### src/rtl/uart_pkg.sv
// Shared UART definitions: default baud divisor, RX state encoding and TX mux select codes,
// kept in one place so the transmit and receive sides agree.
package uart_pkg;

  localparam int BAUD_DEFAULT = 868;

  typedef enum logic [2:0] {
    IDLE   = 3'd0,
    START  = 3'd1,
    DATA   = 3'd2,
    PARITY = 3'd3,
    STOP   = 3'd4,
    BREAK  = 3'd5
  } rx_state_t;

  typedef enum logic [1:0] {
    TX_OUT_IDLE  = 2'd0,
    TX_OUT_START = 2'd1,
    TX_OUT_DATA  = 2'd2,
    TX_OUT_STOP  = 2'd3
  } tx_out_sel_t;

  typedef enum logic [1:0] {
    SHIFT_TX_HOLD  = 2'd0,
    SHIFT_TX_LOAD  = 2'd1,
    SHIFT_TX_SHIFT = 2'd2
  } shift_tx_sel_t;

  function automatic logic even_parity_err(input logic [7:0] bits, input logic par);
    return (^bits) ^ par;
  endfunction

endpackage

### src/rtl/uart_rx_sync.sv
// Two-flop synchronizer for the asynchronous rx pin; resets to the idle (high) line level.
module uart_rx_sync (
  input  logic clk,
  input  logic reset,
  input  logic d,
  output logic q
);

  logic meta;

  always_ff @(posedge clk or posedge reset) begin
    if (reset) begin
      meta <= 1'b1;
      q    <= 1'b1;
    end else begin
      meta <= d;
      q    <= meta;
    end
  end

endmodule

### src/rtl/uart_rx.sv
// UART receiver, 8 data bits LSB first, 1 stop bit, with a valid/ready holding register.
// Define UART_RX_PARITY_EN for an even-parity bit and the rx_parity_err output. BAUD must be >= 8.
module uart_rx
  import uart_pkg::*;
#(
  parameter int BAUD      = BAUD_DEFAULT,
  parameter int HALF_BAUD = BAUD / 2
) (
  input  logic       clk,
  input  logic       reset,
  input  logic       rx_in,
  input  logic       rx_ready,
  output logic [7:0] rx_data,
  output logic       rx_valid,
  output logic       rx_frame_err,
  output logic       rx_overrun
`ifdef UART_RX_PARITY_EN
  ,
  output logic       rx_parity_err
`endif
);

  localparam int CW = $clog2(BAUD + 1);
  localparam logic [CW-1:0] HALF_LAST = CW'(HALF_BAUD - 1);
  localparam logic [CW-1:0] BAUD_LAST = CW'(BAUD - 1);

  rx_state_t     state;
  logic [CW-1:0] cnt;
  logic [2:0]    bit_cnt;
  logic [7:0]    sr;
  logic          rxs;
  logic          tick;
  logic          accept;
`ifdef UART_RX_PARITY_EN
  logic          par_bit;
`endif

  uart_rx_sync u_sync (
    .clk   (clk),
    .reset (reset),
    .d     (rx_in),
    .q     (rxs)
  );

  always_comb begin
    tick = 1'b0;
    case (state)
      START:             tick = (cnt == HALF_LAST);
      DATA, PARITY, STOP: tick = (cnt == BAUD_LAST);
      default:           tick = 1'b0;
    endcase
  end

  assign accept = rx_valid & rx_ready;

  always_ff @(posedge clk or posedge reset) begin
    if (reset) begin
      state        <= IDLE;
      cnt          <= '0;
      bit_cnt      <= '0;
      sr           <= 8'hFF;
      rx_data      <= 8'h00;
      rx_valid     <= 1'b0;
      rx_frame_err <= 1'b0;
      rx_overrun   <= 1'b0;
`ifdef UART_RX_PARITY_EN
      par_bit       <= 1'b0;
      rx_parity_err <= 1'b0;
`endif
    end else begin
      rx_frame_err <= 1'b0;
      rx_overrun   <= 1'b0;
`ifdef UART_RX_PARITY_EN
      rx_parity_err <= 1'b0;
`endif
      // A commit below overrides this clear, so accept+commit keeps rx_valid high.
      if (accept) rx_valid <= 1'b0;
      cnt <= tick ? '0 : cnt + 1'b1;

      case (state)
        IDLE: begin
          cnt <= '0;
          if (!rxs) state <= START;
        end
        START: begin
          if (tick) begin
            bit_cnt <= '0;
            state   <= rxs ? IDLE : DATA;
          end
        end
        DATA: begin
          if (tick) begin
            sr <= {rxs, sr[7:1]};
            if (bit_cnt == 3'd7) begin
`ifdef UART_RX_PARITY_EN
              state <= PARITY;
`else
              state <= STOP;
`endif
            end else begin
              bit_cnt <= bit_cnt + 3'd1;
            end
          end
        end
`ifdef UART_RX_PARITY_EN
        PARITY: begin
          if (tick) begin
            par_bit <= rxs;
            state   <= STOP;
          end
        end
`endif
        STOP: begin
          if (tick) begin
            if (rxs) begin
              if (!rx_valid || rx_ready) begin
                rx_data  <= sr;
                rx_valid <= 1'b1;
`ifdef UART_RX_PARITY_EN
                rx_parity_err <= even_parity_err(sr, par_bit);
`endif
              end else begin
                rx_overrun <= 1'b1;
              end
              state <= IDLE;
            end else begin
              rx_frame_err <= 1'b1;
              state        <= BREAK;
            end
          end
        end
        BREAK: begin
          cnt <= '0;
          if (rxs) state <= IDLE;
        end
        default: begin
          cnt   <= '0;
          state <= IDLE;
        end
      endcase
    end
  end

endmodule

### config.mk
export PLATFORM = sky130hd
export DESIGN_NAME = uart_rx
export DESIGN_NICKNAME = d
export VERILOG_FILES = /design/src/rtl/uart_pkg.sv /design/src/rtl/uart_rx_sync.sv /design/src/rtl/uart_rx.sv
export SDC_FILE = /design/constraint.sdc
export NUM_CORES = 1
export LEC_CHECK = 0
export ABC_AREA = 1
export CAP_MARGIN = 5
export CORE_MARGIN = 5
export CORE_UTILIZATION = 50
export CTS_BUF_LIST = sky130_fd_sc_hd__clkbuf_2 sky130_fd_sc_hd__clkbuf_4 sky130_fd_sc_hd__clkbuf_8
export DETAILED_ROUTE_END_ITERATION = 16
export PLACE_DENSITY = 0.84
export SETUP_SLACK_MARGIN = 0.4
export SLEW_MARGIN = 40
export SYNTH_ARGS = -nofsm -noshare
export SYNTH_HDL_FRONTEND = slang
export SYNTH_SLANG_ARGS = --single-unit
### constraint.sdc
create_clock -name clk -period 1.41 [get_ports clk]
set_input_delay 0.3525 -clock clk [delete_from_list [all_inputs] [get_ports clk]]
set_output_delay 0.3525 -clock clk [all_outputs]
set_load 0.01 [all_outputs]
---- Yosys cells after proc, flatten, opt, wreduce, memory -nomap -nowiden ----
Cells that the tools add are included.
cells by class
  add/subtract/negate cells ............... 2
  equal/unequal tests ..................... 15
  multiplexer cells ....................... 28
  bitwise gates (word level) .............. 1
  reductions and logical operators ........ 10
operator list
  operator                                               number
  2-to-1 mux 3 bit                                       10
  2-to-1 mux 10 bit                                      2
  case mux 3 bit (5 select lines)                        1
  2-to-1 mux 1 bit                                       12
  != test 2 bit (second input constant)                  6
  adder 10 x 1 -> 10 bit (second input constant)         1
  equality test 10 bit (second input constant)           1
  equality test 10 x 9 -> 1 bit (second input constant)  1
  equality test 3 bit (second input constant)            3
  AND reduction 4 bit                                    2
  equality test 3 x 2 -> 1 bit (second input constant)   2
  case mux 3 bit (2 select lines)                        1
  AND reduction 6 bit                                    1
  OR reduction 3 bit                                     2
  adder 3 x 1 -> 3 bit (second input constant)           1
  equality test 3 x 1 -> 1 bit (second input constant)   1
  logical NOT 3 bit                                      1
  2-to-1 mux 2 bit                                       1
  != test 2 x 1 -> 1 bit (second input constant)         1
  case mux 1 bit (2 select lines)                        1
  AND reduction 2 bit                                    1
  nonzero test 2 bit                                     1
  AND 1 bit                                              1
  logical NOT 1 bit                                      1
  logical OR 1 bit                                       1
word-level totals
  register bits ........................... 37
  input port bits ......................... 4
  output and inout bits ................... 11
  word-level logic and storage cells ...... 66

---- Depth between registers and ports, before layout ----
Gate-level depths: netlist (run 1).
  depth in word-level cells ............... 6
  depth in mapped cells ................... 10
  mapped depth without buffers ............ 10

---- By module ----
From an unflattened synthesis (run 1), not the netlist that was laid out.
second synthesis, totals
  cell total of the unflattened synthesis .. 206
  area, all modules ....................... 1779.2 um2
by module, submodules not included
  module        times used  cells each  area each (um2)  seq. area each (um2)
  uart_rx       1           203         1722.9           885.8
  uart_rx_sync  1           3           56.3             52.6

---- Worst setup path before layout (run 1) ----
No wires, ideal clock.
  path type ............................... reg2reg
  start point ............................. reg bit_cnt[0]
  end point ............................... reg bit_cnt[0]
  library setup time ...................... 121 ps
  arrival ................................. 1351 ps
  data required time ...................... 1289 ps
  setup slack ............................. -63 ps
  cell stages (with the launch flop) ...... 8
  buffers on the path ..................... 0
  period minus slack after synthesis ...... 1473 ps
  path through ............................ dfrtp_1 > ha_1 > ha_1 > or2_2 > nand2_1 > nand3_1 > nor2_1 > a21oi_1
between the ends
  cells in the longest elaborated chain, start to end .. 4
  elaborated cells on any way between the ends .. 7
  those cells by class .................... 1 x add/sub; 2 x eq/ne; 3 x mux; 1 x reduce/logical
RTL lines
  element                          line            text
  start, declared                  uart_rx.sv:29   logic [2:0] bit_cnt;
  start signal, assigned           uart_rx.sv:101  bit_cnt <= bit_cnt + 3'd1;
  adder 3 x 1 -> 3 bit             uart_rx.sv:101
  2-to-1 mux 3 bit                 uart_rx.sv:94   if (bit_cnt == 3'd7) begin
  2-to-1 mux 3 bit                 uart_rx.sv:92   if (tick) begin
  case mux 3 bit (2 select lines)  uart_rx.sv:80   case (state)
Several ways; a longest one is shown, not always the timed one. The select of a mux whose other input is x is not followed.
A chain may end at the register's enable or synchronous reset.

---- Worst setup path in the final report (run 1) ----
  start point ............................. reg cnt[5]
  end point ............................... reg rx_overrun
between the ends
  cells in the longest elaborated chain, start to end .. 4
  elaborated cells on any way between the ends .. 5
  those cells by class .................... 2 x eq/ne; 3 x mux
RTL lines
  element                                                                line                          text
  start, declared                                                        uart_rx.sv:28                 logic [CW-1:0] cnt;
  start signal, assigned                                                 uart_rx.sv:78                 cnt <= tick ? '0 : cnt + 1'b1;
  equality test 10 bit or equality test 10 x 9 -> 1 bit (tied branches)  uart_rx.sv:49, uart_rx.sv:48
  case mux 1 bit (2 select lines) *                                      uart_rx.sv:47                 case (state)
  2-to-1 mux 1 bit *                                                     uart_rx.sv:114                if (tick) begin
  2-to-1 mux 1 bit *                                                     uart_rx.sv:80
  end signal, assigned                                                   uart_rx.sv:65                 rx_overrun <= 1'b0;
  end signal, assigned                                                   uart_rx.sv:72                 rx_overrun <= 1'b0;
  end signal, assigned                                                   uart_rx.sv:123                rx_overrun <= 1'b1;
  end, declared                                                          uart_rx.sv:16                 output logic rx_overrun
Every way passes the cells marked *; elsewhere a longest branch is shown, timed or not.

==> reports/results.tsv, run 1 <==
stage	metric	value	unit
drt	routedWlPerCell	14.6	um
place	gp_congestion	0.795	
grt	number_of_antenna_violations_at_the_first_check_in_global_routing	0	
clocking	cts-root-to-sink-buffers	2	
drt	detail_route.drc_violations	0	
critical_path	timing_worst_setup_path_type	reg -> reg	
drt	route.detailed.vias_per_inst	5.13	
drt	drt_wl_total	4570	um
hold_path	hp-class	reg -> reg	
yosys	synth-seq-cells	37	
job	drv_cap	0	
timing	fin_worst_skew	0.0137	ns
layout	nets	272	
die	num_rows	21	
clocking	clk_latency	0.35	ns
critical_path	worst_setup_path_end_kind	register	
timing	period_needed	1.56	ns
drt	drt_iter0_drc	91	
power_and_ir_drop	leakagePower	1.29	nW
grt	first_global_vias	1603	
yosys	synth.yosys.warnings	0	
timing	final_min_period_over_clock_period	110	%
status	violated_checks	negative setup slack	
clocking	cts.reportedPaths.clkPinSlew	0.11	ns
grt	grt_max_degree	38	
layout	synth_to_layout_area_growth	42.3	%
power_and_ir_drop	power_per_cell_area	803	nW/um^2
critical_path	arrival	1.85	ns
yosys	synth_seq_area_share	53.1	%
drt	antenna_left	0	
yosys	syn_avg_cell_area	8.75	um^2
clocking	ctsHtreeMaxLevel	2	
timing	postLayoutSetupSlackWorst	-0.145	ns
status	outcome	finished, violations left	
timing	setup_viol	32	
yosys	synth.lib_cells_used.distinct	28	
drt	drt-pass1-iter-count	4	
place	dp_hpwl	2630	um
layout	layout-drive-gt1-share	48.1	%
timing	hold_ws	0.364	ns
grt	globalRouteOverflowTotal	0	
clocking	tritoncts	built	
die	overall_die_area	4820	um^2
die	top_level_ports	15	
die	initial_utilization	52.1	%
timing	timing.final.hold_violations	0	
die	floorplan.die.height	69.4	um
timing	grt_setup_unrepaired	yes	
yosys	asyncSetResetFlopFracSynth	100	%
clocking	clockRootBuffer	sky130_fd_sc_hd__clkbuf_4	
power_and_ir_drop	report.power.total	2.02	mW
yosys	yosys_most_used_dff	sky130_fd_sc_hd__dfrtp_1	
clocking	tritoncts.num_buffers	5	
yosys	net_count_after_synthesis	209	
die	placeableCoreArea	3390	um^2
timing	fin_tns_setup	-2.59	ns
grt	grt_usage	18.8	%
die	die_boundary_width	69.4	um
yosys	syn-cell-area	1770	um^2
timing	timing.final.max_slew_violations	0	
timing	achievable-frequency	0.643	GHz
timing	worst_slew_pin_slew	0.232	ns
yosys	synth_edf_count	0	
yosys	post_synth_inst_count	202	
timing	max_slew_margin	84.4	%
critical_path	worstPathMaxFanout	5	
layout	antenna-diode-count	0	
place	numPortBuffers	14	
critical_path	critical_path_required	1.70	ns
grt	grt_pass1_wl	7220	um
power_and_ir_drop	worst_ir_drop_vdd	0.000731	V
clocking	cts_num_sinks	37	
drt	vias	1599	
critical_path	critPathLaunchType	register	
critical_path	reg2reg_slack	-0.15	ns
-- power by group --
part           internal, mW  switching (mW)
Clock                 0.549           0.358
Sequential             1.07         0.00107
Combinational        0.0163          0.0266
Total                  1.63           0.386
-- placed cells by master (no fill, tap or decap), types with 2 or more instances in the layout --
| master | Yosys | final |
|---|---|---|
| sky130_fd_sc_hd__o21ai_1 | 3 | 3 |
| sky130_fd_sc_hd__inv_1 | 20 | 15 |
| sky130_fd_sc_hd__nor2_4 | 1 | 3 |
| sky130_fd_sc_hd__inv_2 | 0 | 4 |
| sky130_fd_sc_hd__nor3_2 | 0 | 4 |
| sky130_fd_sc_hd__bufinv_16 | 0 | 2 |
| sky130_fd_sc_hd__a21oi_1 | 3 | 3 |
| sky130_fd_sc_hd__o21ai_4 | 1 | 2 |
| sky130_fd_sc_hd__dfrtp_1 | 27 | 22 |
| sky130_fd_sc_hd__xor2_1 | 4 | 4 |
| sky130_fd_sc_hd__nor3b_2 | 0 | 2 |
| sky130_fd_sc_hd__nor2_2 | 2 | 8 |
| sky130_fd_sc_hd__o21ai_0 | 9 | 8 |
| sky130_fd_sc_hd__clkdlybuf4s50_1 | 0 | 3 |
| sky130_fd_sc_hd__nor2_1 | 19 | 12 |
| sky130_fd_sc_hd__dfstp_2 | 10 | 10 |
| sky130_fd_sc_hd__buf_2 | 0 | 10 |
| sky130_fd_sc_hd__nand2_1 | 58 | 49 |
| sky130_fd_sc_hd__dfrtp_2 | 0 | 5 |
| sky130_fd_sc_hd__nand2_2 | 2 | 7 |
| sky130_fd_sc_hd__ha_2 | 0 | 3 |
| sky130_fd_sc_hd__nand3_2 | 0 | 5 |
| sky130_fd_sc_hd__nand3_1 | 21 | 16 |
| sky130_fd_sc_hd__buf_4 | 1 | 39 |
| sky130_fd_sc_hd__clkbuf_4 | 0 | 5 |
| sky130_fd_sc_hd__nand2_4 | 1 | 5 |
| sky130_fd_sc_hd__buf_6 | 1 | 6 |
-- routing by layer --
layer	vias up	GRT usage (%)	part of all wire [%]
li1	768	-	-
met1	764	21.3	39
met2	55	32.4	52
met3	12	5.80	5.6
met4	0	8.03	2.9
met5	-	0	0
-- state kept, by name (all words and copies together), names as in the netlist, 3 cells and up --
signal	cells
state	3
cnt	10
rx_data	8
sr	8
bit_cnt	3
-- through the flow --
step,setup slack (ns),area (um^2),util [%],std cells
final,-0.145,2510,74.2,312
after global routing,-0.259,2510,74.2,312
after CTS,-0.0706,2420,71.5,306
after detailed placement,-0.0856,2200,64.8,286
after global placement,-0.0418,2200,64.8,286
after floorplan,0.0155,1820,-,202
-- cell type report --
| type | instances | area (um^2) |
|---|---|---|
| well taps | 46 | 57.6 |
| inverters | 20 | 78.8 |
| flip-flops and latches | 37 | 945 |
| clock buffers | 5 | 37.5 |
| fillers | 214 | 876 |
| repair buffers | 59 | 460 |
| multi-input cells | 142 | 870 |
| clock inverters | 3 | 65.1 |
-- logic make-up (layout without fill, tap and decap cells) --
kind of cell | count (synthesis) | after routing | share of synthesized area, %
adder cells (fa/ha/maj) | 3 | 3 | 2.12
AND/OR/NAND/NOR | 116 | 117 | 30.5
buffers and inverters | 24 | 87 | 6.30
flip-flops | 37 | 37 | 53.1
AO/OA/AOI/OAI | 18 | 18 | 6.02
XOR/XNOR | 4 | 4 | 1.98
-- worst max-delay path, stage by stage, from the launching register on --
cell,delay (ns)
sky130_fd_sc_hd__dfrtp_1,0.41
sky130_fd_sc_hd__inv_2,0.08
sky130_fd_sc_hd__nor2_2,0.12
sky130_fd_sc_hd__nand3_1,0.12
sky130_fd_sc_hd__nor2_2,0.14
sky130_fd_sc_hd__nand3_4,0.12
sky130_fd_sc_hd__nor2_4,0.22
sky130_fd_sc_hd__buf_4,0.16
sky130_fd_sc_hd__inv_1,0.06
sky130_fd_sc_hd__nor2_1,0.08
-- what timing repair did --
item                                    CTS  global route
endpoints found under the setup margin   46            46
gates cloned                              1             0
hold buffers                              0             0
gates resized for setup                  67            20
pin swaps                                15            11
buffers inserted                         11             6
-- cell usage after synthesis, types with 2 or more instances --
master	n	area share, %
sky130_fd_sc_hd__inv_1	20	4.2
sky130_fd_sc_hd__ha_1	3	2.1
sky130_fd_sc_hd__dfrtp_1	27	38
sky130_fd_sc_hd__dfstp_2	10	15
sky130_fd_sc_hd__a21oi_1	3	0.85
sky130_fd_sc_hd__nor3b_1	2	0.85
sky130_fd_sc_hd__xor2_1	4	2.0
sky130_fd_sc_hd__or2_2	2	0.71
sky130_fd_sc_hd__nand2_2	2	0.71
sky130_fd_sc_hd__nand2_1	58	12
sky130_fd_sc_hd__nor2_2	2	0.71
sky130_fd_sc_hd__nor3_1	5	1.4
sky130_fd_sc_hd__o21ai_1	3	0.85
sky130_fd_sc_hd__nand3_1	21	5.9
sky130_fd_sc_hd__nor2_1	19	4.0
sky130_fd_sc_hd__o21ai_0	9	2.5
-- worst paths after layout --
path / startpoint / to / depth (start not counted)
max: cnt[5] / rx_overrun / 9
min: u_sync.meta / u_sync.q / 0
max reg2reg: cnt[5] / rx_overrun / 9
min reg2reg: u_sync.meta / u_sync.q / 0
max in group asynchronous: reset / u_sync.q / 3
min in group asynchronous: reset / cnt[2] / 3
Power figures use the tool's default switching activity.
==> run 2, diff against run 1 <==
--- a/config.mk
+++ b/config.mk
@@ -7,11 +7,12 @@
 export LEC_CHECK = 0
 export ABC_AREA = 1
 export CAP_MARGIN = 5
-export CORE_MARGIN = 5
+export CORE_MARGIN = 3
 export CORE_UTILIZATION = 50
 export CTS_BUF_LIST = sky130_fd_sc_hd__clkbuf_2 sky130_fd_sc_hd__clkbuf_4 sky130_fd_sc_hd__clkbuf_8
+export CTS_CLUSTER_DIAMETER = 120
 export DETAILED_ROUTE_END_ITERATION = 16
-export PLACE_DENSITY = 0.84
+export PLACE_DENSITY = 0.81
 export SETUP_SLACK_MARGIN = 0.4
 export SLEW_MARGIN = 40
 export SYNTH_ARGS = -nofsm -noshare
==> constraint.sdc (replaced) <==
create_clock -name clk -period 1.9 [get_ports clk]
set_input_delay 0.475 -clock clk [delete_from_list [all_inputs] [get_ports clk]]
set_output_delay 0.475 -clock clk [all_outputs]
set_load 0.01 [all_outputs]
==> run 2 against run 1 <==
The flow now finishes without violations. Final cell count shrank 6.1%. Global-route usage shrank 1.0 points. Hold slack is essentially flat. Combinational power shrank 34%. Clock skew shrank 0.0050 ns. Sequential power shrank 26%. Flip-flop and latch count is the same. Via count shrank 8.2%. Die area shrank 11%. Total power shrank 30%. Clock power shrank 35%. Sequential share of layout area grew 2.8 points. Critical endpoint is now sr[1].
==> reports/results.tsv, run 2 (same netlist as run 1, synthesis figures left out) <==
stage	metric	value	unit
status	outcome	finished, final reports clean	
layout	mostFrequentLayoutCells	sky130_fd_sc_hd__nand2_1, sky130_fd_sc_hd__dfrtp_1, sky130_fd_sc_hd__buf_4, sky130_fd_sc_hd__inv_1, sky130_fd_sc_hd__nand3_1	
grt	number_of_antenna_violations_at_the_first_check_in_global_routing	0	
critical_path	timing_worst_setup_path_type	reg -> reg	
place	post_dp_cell_area	1970	um^2
clocking	tritoncts.num_buffers	5	
critical_path	cp.buffers_inverters	2	
layout	postLayoutCoreUtil	73.0	%
timing	final_min_period_over_clock_period	81.1	%
layout	synth_to_layout_area_growth	32.3	%
layout	final_common_cell	sky130_fd_sc_hd__nand2_1	
layout	post_route_cell_area	2340	um^2
timing	period_needed	1.54	ns
grt	grt_usage	17.8	%
timing	fin_tns_setup	0	ns
clocking	cts_num_sinks	37	
critical_path	arrival	1.85	ns
die	initial_utilization	55.2	%
timing	setup_viol	0	
clocking	clockRootBuffer	sky130_fd_sc_hd__clkbuf_4	
critical_path	worst_setup_path_end_kind	register	
job	drv_cap	0	
drt	drt_iter0_drc	78	
clocking	clk_latency	0.36	ns
drt	met2_wire_length	1750	um
place	detailedPlace.worstSlack	0.238	ns
layout	num-fill-cells	223	
timing	timing.final.max_slew_violations	0	
power_and_ir_drop	worst_ir_drop_vdd	0.000509	V
layout	largest_register_ffs	10	
clocking	cts-root-to-sink-buffers	2	
drt	drt_wl_total	3560	um
die	floorplan.die.height	65.4	um
timing	grt_setup_unrepaired	yes	
power_and_ir_drop	leakagePower	1.19	nW
die	top_level_ports	15	
critical_path	critPathLaunchType	register	
critical_path	slowest_delay	0.47	ns
critical_path	critical_path_required	2.20	ns
layout	layout-drive-gt1-share	36.9	%
critical_path	slowest_stage	sky130_fd_sc_hd__dfrtp_2	
drt	antenna_left	0	
critical_path	cp_top_family	simple AND/OR/NAND/NOR gates	
grt	globalRouteOverflowTotal	0	
layout	nets	255	
die	die_boundary_width	65.4	um
drt	highest_layer	met4	
critical_path	crit_chain	o21ai_2 -> inv_1 -> nor2_2 -> nand3_4 -> buf_4 -> nor2_4 -> nand2_1 -> nand2_1	
grt	grt_max_degree	38	
drt	m1WireLength	1580	um
power_and_ir_drop	power_per_cell_area	602	nW/um^2
timing	fin_worst_skew	0.00869	ns
place	gp_congestion	0.875	
critical_path	worstPathMaxFanout	6	
layout	antenna-diode-count	0	
clocking	cts.reportedPaths.clkPinSlew	0.11	ns
timing	timing.final.hold_violations	0	
timing	postLayoutSetupSlackWorst	0.359	ns
clocking	post_cts_hold_buffer_count	0	
timing	achievable-frequency	0.649	GHz
timing	worst_slew_pin_slew	0.420	ns
grt	first_global_vias	1299	
layout	reg.largest.list	cnt (10), rx_data (8), sr (8)	
clocking	ctsHtreeMaxLevel	2	
grt	grt_pass1_wl	5800	um
drt	vias	1468	
drt	route.detailed.vias_per_inst	5.01	
hold_path	hp-class	reg -> reg	
layout	largest_register	cnt	
clocking	tritoncts	built	
die	overall_die_area	4280	um^2
drt	detail_route.drc_violations	0	
drt	met3_length	176	um
timing	max_slew_margin	71.9	%
place	numPortBuffers	14	
critical_path	critical_path.most_common_cell	sky130_fd_sc_hd__nand2_1	
drt	routedWlPerCell	12.2	um
die	placeableCoreArea	3200	um^2
place	dp_hpwl	2130	um
timing	hold_ws	0.364	ns
die	num_rows	20	
drt	drt-pass1-iter-count	4	
run 2: worst reg2reg max path, cell delays in order, from the launching register on:
cell                      delay, ns
sky130_fd_sc_hd__dfrtp_2       0.47
sky130_fd_sc_hd__o21ai_2       0.18
sky130_fd_sc_hd__inv_1         0.07
sky130_fd_sc_hd__nor2_2        0.14
sky130_fd_sc_hd__nand3_4       0.12
sky130_fd_sc_hd__buf_4         0.20
sky130_fd_sc_hd__nor2_4        0.15
sky130_fd_sc_hd__nand2_1       0.08
sky130_fd_sc_hd__nand2_1       0.08
run 2: path summary, 6_finish.rpt:
kind	start	endpoint	slack [ns]	depth (start not counted)
setup / recovery	state[1]	sr[1]	0.36	8
hold / removal	u_sync.meta	u_sync.q	0.36	0
setup reg to reg	state[1]	sr[1]	0.36	8
hold reg to reg	u_sync.meta	u_sync.q	0.36	0
max in group asynchronous	reset	sr[6]	1.19	3
min in group asynchronous	reset	cnt[1]	0.46	3
run 2: area by class of cell:
cell class / count / area [um^2] / area share (%)
Multi-Input combinational cell: 142 / 815 / 34.9
Sequential cell: 37 / 945 / 40.4
Clock buffer: 6 / 51.3 / 2.19
Tap cell: 44 / 55.1 / 2.36
Inverter: 20 / 75.1 / 3.21
Timing Repair Buffer: 42 / 359 / 15.4
Clock inverter: 2 / 37.5 / 1.61
run 2: report_power, final:
| part | internal [mW] | switching [mW] |
|---|---|---|
| Combinational | 0.0105 | 0.0176 |
| Sequential | 0.792 | 0.00191 |
| Clock | 0.312 | 0.273 |
| Total | 1.11 | 0.293 |
run 2: metrics by stage:
stage	std cells	total power [mW]
after floorplan	202	0.821
after global placement	260	0.837
after detailed placement	260	0.838
after CTS	282	1.42
after global routing	293	1.47
final	293	1.41
run 2: timing repair:
action / in CTS / in global routing
resized for setup: 29 / 34
buffers inserted: 13 / 11
gates cloned: 1 / 0
setup endpoints to repair: 35 / 37
pin swaps: 4 / 11
run 2: per-layer routing:
layer	vias up	GRT usage, %
met5	-	0
met4	0	7.77
met3	6	5.13
met2	33	27.7
met1	688	23.0
li1	741	-
==> run 3, diff against run 2 <==
--- a/config.mk
+++ b/config.mk
@@ -12,7 +12,7 @@
 export CTS_BUF_LIST = sky130_fd_sc_hd__clkbuf_2 sky130_fd_sc_hd__clkbuf_4 sky130_fd_sc_hd__clkbuf_8
 export CTS_CLUSTER_DIAMETER = 120
 export DETAILED_ROUTE_END_ITERATION = 16
-export PLACE_DENSITY = 0.81
+export PLACE_DENSITY = 0.84
 export SETUP_SLACK_MARGIN = 0.4
 export SLEW_MARGIN = 40
 export SYNTH_ARGS = -nofsm -noshare
==> constraint.sdc (replaced) <==
create_clock -name clk -period 1.3 [get_ports clk]
set_input_delay 0.325 -clock clk [delete_from_list [all_inputs] [get_ports clk]]
set_output_delay 0.325 -clock clk [all_outputs]
set_load 0.01 [all_outputs]
==> run 3 against run 2 <==
The run now ends with negative setup slack left. Worst setup slack worse by 0.75 ns. Largest cell class is now multi-input gates. Clock-buffer cell count stayed put. Largest power group unchanged. Routed wire length is 43% higher. Clock skew is 0.0072 ns higher.
==> reports/results.tsv, run 3 (same netlist as run 1, synthesis figures left out) <==
stage	metric	value	unit
status	outcome	finished, violations left	
status	violated_checks	negative setup slack	
layout	post_route_cell_area	2650	um^2
power_and_ir_drop	report.power.total	2.06	mW
critical_path	arrival	1.98	ns
power_and_ir_drop	p_sw_share	20.6	%
layout	largest_register	cnt	
power_and_ir_drop	power.share.combinational	2.3	%
place	numPortBuffers	14	
grt	number_of_antenna_violations_at_the_first_check_in_global_routing	0	
die	num_rows	20	
layout	nets	276	
clocking	tritoncts	built	
place	post_dp_cell_area	2250	um^2
layout	layout-drive-gt1-share	52.6	%
clocking	clk_latency	0.35	ns
place	placed_cells	290	
timing	setup_viol	35	
place	gp_congestion	0.806	
clocking	clockRootBuffer	sky130_fd_sc_hd__clkbuf_4	
clocking	ctsHtreeMaxLevel	2	
drt	route.detailed.vias_per_inst	5.40	
power_and_ir_drop	switching_power	0.424	mW
layout	largest_register_ffs	10	
clocking	cts.reportedPaths.clkPinSlew	0.12	ns
drt	drt_wl_total	5080	um
drt	vias	1696	
timing	timing.final.hold_violations	0	
clocking	post_cts_hold_buffer_count	0	
die	placeableCoreArea	3200	um^2
drt	antenna_left	0	
critical_path	worst_setup_path_end_kind	register	
drt	drt_iter0_drc	175	
layout	postLayoutCoreUtil	82.6	%
layout	synth_to_layout_area_growth	49.8	%
layout	antenna-diode-count	0	
timing	timing.final.max_slew_violations	0	
clocking	cts_num_sinks	37	
drt	routedWlPerCell	16.2	um
grt	grt_pass1_wl	7000	um
layout	final_common_cell	sky130_fd_sc_hd__nand2_1	
layout	final_cell_count_no_fill	314	
timing	hold_ws	0.351	ns
power_and_ir_drop	share_clk_of_total_power	41.3	%
drt	detail_route.drc_violations	0	
layout	mostFrequentLayoutCells	sky130_fd_sc_hd__nand2_1, sky130_fd_sc_hd__buf_4, sky130_fd_sc_hd__dfrtp_1, sky130_fd_sc_hd__inv_1, sky130_fd_sc_hd__nand3_1	
layout	reg.largest.list	cnt (10), rx_data (8), sr (8)	
critical_path	reg2reg_slack	-0.39	ns
critical_path	timing_worst_setup_path_type	reg -> reg	
power_and_ir_drop	worst_ir_drop_vdd	0.000921	V
drt	drt-pass1-iter-count	4	
critical_path	critPathLaunchType	register	
power_and_ir_drop	leakagePower	1.35	nW
grt	grt_max_degree	38	
hold_path	hp-class	in -> async	
clocking	cts-root-to-sink-buffers	2	
power_and_ir_drop	power_per_cell_area	777	nW/um^2
job	drv_cap	0	
die	initial_utilization	55.2	%
power_and_ir_drop	cell_internal_pwr	1.63	mW
die	floorplan.die.height	65.4	um
timing	achievable-frequency	0.593	GHz
grt	first_global_vias	1552	
timing	grt_setup_unrepaired	yes	
clocking	tritoncts.num_buffers	5	
place	detailedPlace.worstSlack	-0.178	ns
die	die_boundary_width	65.4	um
critical_path	worstPathMaxFanout	5	
die	top_level_ports	15	
timing	postLayoutSetupSlackWorst	-0.387	ns
timing	period_needed	1.69	ns
timing	max_slew_margin	84.4	%
power_and_ir_drop	power.sequential.fraction	56.3	%
grt	globalRouteOverflowTotal	0	
critical_path	critical_path_required	1.60	ns
place	dp_hpwl	2600	um
timing	fin_worst_skew	0.0159	ns
grt	grt_usage	21.7	%
timing	worst_slew_pin_slew	0.233	ns
timing	final_min_period_over_clock_period	130	%
die	overall_die_area	4280	um^2
timing	fin_tns_setup	-10.27	ns
run 3: cell types whose count changed in the layout (fill, tap and decap cells not counted), sizes merged:
cell           before  now
clkdlybuf4s15       3    0
clkbuf             14    6
buf                28   60
inv                20   19
clkinvlp            1    2
run 3: layer usage:
| layer | GRT usage [%] | wire (um) |
|---|---|---|
| met4 | 7.25 | 181 |
| met3 | 6.32 | 287 |
| met5 | 0 | 0 |
| met2 | 37.3 | 2640 |
| met1 | 25.9 | 1980 |
run 3: cell type report:
type,instances,area (um^2)
repair buffers,63,520
clock buffers,6,51.3
well taps,44,55.1
inverters,20,81.3
multi-input cells,142,960
clock inverters,2,37.5
fillers,166,557
flip-flops and latches,37,941
run 3: power by group through the flow:
stage                     clock, mW  combinational, mW  sequential [mW]
final                         0.850             0.0478             1.16
after global placement            0             0.0470             1.18
after CTS                     0.873             0.0485             1.16
after global routing          0.929             0.0535             1.16
after detailed placement          0             0.0486             1.18
after floorplan                   0             0.0201             1.18
run 3: worst max-delay path, cell delays in order, from the launching register on:
cell and delay [ns]:
sky130_fd_sc_hd__dfrtp_1 0.41, sky130_fd_sc_hd__nand2_1 0.08, sky130_fd_sc_hd__nor2_2 0.17, sky130_fd_sc_hd__nand3_2 0.15, sky130_fd_sc_hd__nor2_4 0.15, sky130_fd_sc_hd__nand3_4 0.13, sky130_fd_sc_hd__nor2_4 0.22, sky130_fd_sc_hd__buf_6 0.15
sky130_fd_sc_hd__nand3_1 0.08, sky130_fd_sc_hd__nand2_1 0.08
run 3: repair_timing:
action | CTS | global route
gates resized for setup | 70 | 44
setup endpoints to repair | 46 | 46
pin swaps | 10 | 15
setup buffers | 8 | 7
cloned | 1 | 0
run 3: path summary, 6_finish.rpt:
check / start / end / cells after the start
worst min-delay path: reset / cnt[3] / 3
max in group asynchronous: reset / sr[7] / 3
worst max-delay path: cnt[0] / rx_data[3] / 9
worst min register to register: u_sync.meta / u_sync.q / 0
min in group clk: u_sync.meta / u_sync.q / 0
worst max register to register: cnt[0] / rx_data[3] / 9
